===== src/rtl/gray_updown_counter.sv =====
// Up/down binary counter with a registered Gray-code mirror, zero and
// wrap flags, and a sticky checker that flags any count step whose Gray
// output changes by other than exactly one bit.
module gray_updown_counter #(
   parameter int WIDTH = 17
) (
   input  logic             clk,
   input  logic             rst,
   input  logic             en,
   input  logic             dir,
   input  logic             load,
   input  logic [WIDTH-1:0] load_val,
   output logic [WIDTH-1:0] bin_o,
   output logic [WIDTH-1:0] gray_o,
   output logic             zero,
   output logic             wrap,
   output logic             chk_err
);

   localparam logic [WIDTH-1:0] ONE      = {{(WIDTH-1){1'b0}}, 1'b1};
   localparam logic [WIDTH-1:0] ALL_ONES = {WIDTH{1'b1}};

   logic [WIDTH-1:0] bin_step;
   logic [WIDTH-1:0] gray_step;
   logic [WIDTH-1:0] bin_nxt;
   logic [WIDTH-1:0] gray_diff;
   logic             step;
   logic             wrap_step;
   logic             step_ok;

   // Next binary value and the one-bit-change test on the stepped Gray code.
   // Gray is derived from the next binary value so both outputs update together.
   always_comb begin
      step      = en & ~load;
      bin_step  = dir ? (bin_o + ONE) : (bin_o - ONE);
      wrap_step = dir ? (bin_o == ALL_ONES) : (bin_o == '0);
      bin_nxt   = load ? load_val : (step ? bin_step : bin_o);
      gray_step = bin_step ^ (bin_step >> 1);
      gray_diff = gray_o ^ gray_step;
      step_ok   = (gray_diff != '0) && ((gray_diff & (gray_diff - ONE)) == '0);
   end

   // Output registers; chk_err is only updated on count steps and stays set until reset.
   always_ff @(posedge clk) begin
      if (rst) begin
         bin_o   <= '0;
         gray_o  <= '0;
         zero    <= 1'b1;
         wrap    <= 1'b0;
         chk_err <= 1'b0;
      end else begin
         bin_o  <= bin_nxt;
         gray_o <= bin_nxt ^ (bin_nxt >> 1);
         zero   <= (bin_nxt == '0);
         wrap   <= step & wrap_step;
         if (step && !step_ok) begin
            chk_err <= 1'b1;
         end
      end
   end

endmodule


===== config.mk =====
export PLATFORM = sky130hd
export DESIGN_NAME = gray_updown_counter
export DESIGN_NICKNAME = d
export VERILOG_FILES = /design/src/rtl/gray_updown_counter.sv
export SDC_FILE = /design/constraint.sdc
export NUM_CORES = 1
export LEC_CHECK = 0
export BUFFER_PORTS_ARGS = -buffer_cell sky130_fd_sc_hd__buf_2
export CELL_PAD_IN_SITES_DETAIL_PLACEMENT = 1
export CELL_PAD_IN_SITES_GLOBAL_PLACEMENT = 2
export CORE_ASPECT_RATIO = 2
export CORE_MARGIN = 2
export CORE_UTILIZATION = 30
export CTS_CLUSTER_DIAMETER = 60
export DETAILED_ROUTE_END_ITERATION = 8
export PLACE_DENSITY_LB_ADDON = 0.1
export SLEW_MARGIN = 20
export SYNTH_ARGS = -nofsm -noshare
export SYNTH_HDL_FRONTEND = slang
export SYNTH_SLANG_ARGS = --single-unit
export TNS_END_PERCENT = 1

===== constraint.sdc =====
create_clock -name clk -period 3.3 [get_ports clk]
set_input_delay 0.33 -clock clk [delete_from_list [all_inputs] [get_ports clk]]
set_output_delay 0.33 -clock clk [all_outputs]
set_load 0.01 [all_outputs]

==> results.cfg <==
[clock_tree]
clk_latency_ns = 0.29
cts.sinks = 36
cts_root_buffer = clkbuf_16
clkSlewWorstSetupHoldPaths_ns = 0.06
h-tree-depth = 2
clk_path_buf_depth = 2
cts_buffers = 5
cts_tree = yes

[layout]
fillers = 1325
design_area_sq_um = 4790
ff_latch_area_sq_um = 726
insertedDiodeCount = 0
drive_gt1_share_pct = 41.9
multi_input_area_sq_um = 2650
finalNetCount = 584
syn2layout_area_growth_pct = 48.9

[sta]
slew_headroom_pct = 49.0
worst_pin_slew_ns = 0.758
slew_violations = 0
period_needed_ns = 3.29
final.setup_skew_ns = 0.00485
setup-violations-final = 0
fmax_mhz = 304
rsz0062_at_grt = yes
worst_hold_slack_ns = 0.294
fin_setup_tns_ns = 0
fin_crit_sh_pct = 99.7
report.final.hold_viol_count = 0

[critical_path]
max_stage_delay_ns = 0.51
critPathKind = in2reg
crit_fanout = 9
cp_data_arrival_time_ns = 3.46
path_buf_inv = 5
cpMaxStageDelayCell = or4_4
required_ns = 3.47
ff2ff_path_depth = 13
startpoint_type = primary input
cpMostUsedCell = buf_4
end_kind = register
cpLargestDelayFamily = compound AO/OA/AOI/OAI gates
path_cells = buf_4, clkinvlp_4, buf_12, ha_4, buf_4, a211oi_4, buf_4, o211ai_1, and3_2, or4_4, nand3_2, mux2_2, o311a_1, o41ai_2, a21oi_1
crit_cells = 15

[placed_design]
io_buffer_count = 58
place_area_sq_um = 4330
hpwl_um = 10900
gp_congestion = 0.862

[job]
max_cap_viol_count = 0

[hold_path]
hold_path_depth = 3
holdCritPathClass = in2reg

[die]
dieHeight_um = 150
die_area_sq_um = 11600
ios = 59
core_sq_um = 10500
die_w_um = 77.2
start_util_pct = 30.7
std_cell_rows = 53

[route]
routedWlPerCell_um = 19.7
drtPass1Iterations = 4
drc = 0
dr.max_layer_used = met4
met2RoutedLength_um = 7710
met1_length_um = 4610
drtIter0Drc = 89
wl_um = 13300
ant_nets = 0
num_vias = 3550
viasPerCell = 5.25
met3_length_um = 346

[global_route]
grt_max_degree = 37
grt_antenna_before_repair = 0
grt_pass1_vias = 3842
grt_overflow = 0
grt_pass1_wl_um = 20600
grt_use_total_pct = 23.4

[power_and_ir_drop]
leakage_nw = 2.16
peakVddDrop_mv = 0.202
power.density_nw_per_um2 = 516
finalPower_mw = 2.47

[yosys]
yosysTopAreaCell = dfxtp_1
synthFlopType = dfxtp_1
seq_area_frac_synth_pct = 22.4
synth_seq_cells = 36
synth_nets = 439
syn_inst = 393
yosysWarnings = 0
synth_area_sq_um = 3220
synth_top_area_share_pct = 22.4
synth_cell_types = 71
synth_most_common_cell = nor2_1
synth_common_cells = nor2_1 (53), a21oi_1 (36), dfxtp_1 (36), xnor2_1 (30), ha_1 (23)
ys_top_cells_by_area = dfxtp_1 (22%), ha_1 (8.9%), xnor2_1 (8.2%)
synth-async-reset-ratio_pct = 0
syn_avg_cell_area_sq_um = 8.19
synth-edff-count = 0

[run_status]
outcome = finished, final reports clean
-- power breakdown --
part	total, mW	switching, mW	internal [mW]
Clock	0.523	0.220	0.303
Combinational	1.40	0.699	0.700
Sequential	0.548	0.0618	0.486
Total	2.47	0.981	1.49
-- repair_timing --
| item | 4_1_cts | 5_1_grt |
|---|---|---|
| setup endpoints to repair | 3 | 4 |
| resized for setup | 31 | 16 |
| hold buffers | 0 | 0 |
| setup buffers | 6 | 1 |
| pin swaps | 20 | 10 |
-- state kept, by name, indices dropped and copies added (netlist names) --
| register | cells |
|---|---|
| bin_o | 17 |
| chk_err | 1 |
| gray_o | 16 |
| wrap | 1 |
| zero | 1 |
-- final cells by class --
class / instances / area share [%]
clock buffers: 6 / 2.90
clock inverters: 2 / 0.287
inverters: 6 / 0.549
multi-input cells: 331 / 55.3
flip-flops and latches: 36 / 15.2
well taps: 137 / 3.58
repair buffers: 158 / 22.2
-- path summary, 6_finish.rpt --
| kind | slack [ns] | startpoint | end |
|---|---|---|---|
| max | 0.01 | dir | chk_err |
| min | 0.29 | load_val[0] | bin_o[0] |
| max reg2reg | 0.02 | bin_o[1] | chk_err |
| min reg2reg | 0.62 | chk_err | chk_err |
-- through the flow --
step / instances / worst slack, ns / util [%]
6_report: 676 / 0.0115 / 45.7
5_1_grt: 676 / -0.0986 / 45.7
4_1_cts: 675 / -0.00426 / 44.8
3_5_place_dp: 661 / -0.473 / 41.3
3_3_place_gp: 661 / -0.416 / 41.3
2_1_floorplan: 393 / -0.106 / -
-- cells in the final DEF, fill, tap and decap left out, types with 3 or more instances in the layout --
master     Yosys  final
buf_4          1     98
buf_2          2     57
nor2_1        53     53
dfxtp_1       36     34
a21oi_1       36     32
xnor2_1       30     25
ha_1          23     18
nand2_1       15     15
mux2i_1       16     15
nor2b_1       11     11
nand3_1       13     10
nor3_1        10      9
nand4_1        8      8
o21ai_0       10      7
nand2b_1       7      7
and3_1         7      6
inv_1          6      5
xnor2_2        0      5
a211oi_1       7      5
a21oi_2        2      5
xor2_1         7      5
ha_4           0      5
clkbuf_16      0      5
a21o_1         4      4
o21ai_1        2      4
nand3b_1       4      4
nor4_1         4      4
o211ai_1       3      3
a311oi_1       3      3
or3_1          4      3
or2_2          4      3
nand3_2        0      3
-- worst register-to-register path, stage by stage (launching register included) --
cell	delay, ns
dfxtp_4	0.37
fa_2	0.39
a21o_4	0.24
a221oi_4	0.23
buf_6	0.16
o21ai_4	0.06
buf_4	0.14
a41o_1	0.22
xor2_4	0.20
buf_4	0.17
mux2_2	0.26
o311a_1	0.30
o41ai_2	0.35
a21oi_1	0.07
-- kinds of logic after synthesis --
| kind of cell | Yosys count | synth area share, % |
|---|---|---|
| adder cells (fa/ha/maj) | 24 | 9.57 |
| buffers and inverters | 26 | 3.46 |
| flip-flops | 36 | 22.4 |
| AND/OR/NAND/NOR | 151 | 24.2 |
| multiplexers | 19 | 6.38 |
| AO/OA/AOI/OAI | 96 | 21.1 |
| XOR/XNOR | 41 | 13.0 |
-- metal layers --
metal | up-vias | global-route usage [%]
met1 | 1724 | 21.9
met4 | 0 | 11.0
li1 | 1725 | -
met2 | 73 | 48.4
met5 | - | 0
met3 | 28 | 2.58
Power figures use the tool's default switching activity.
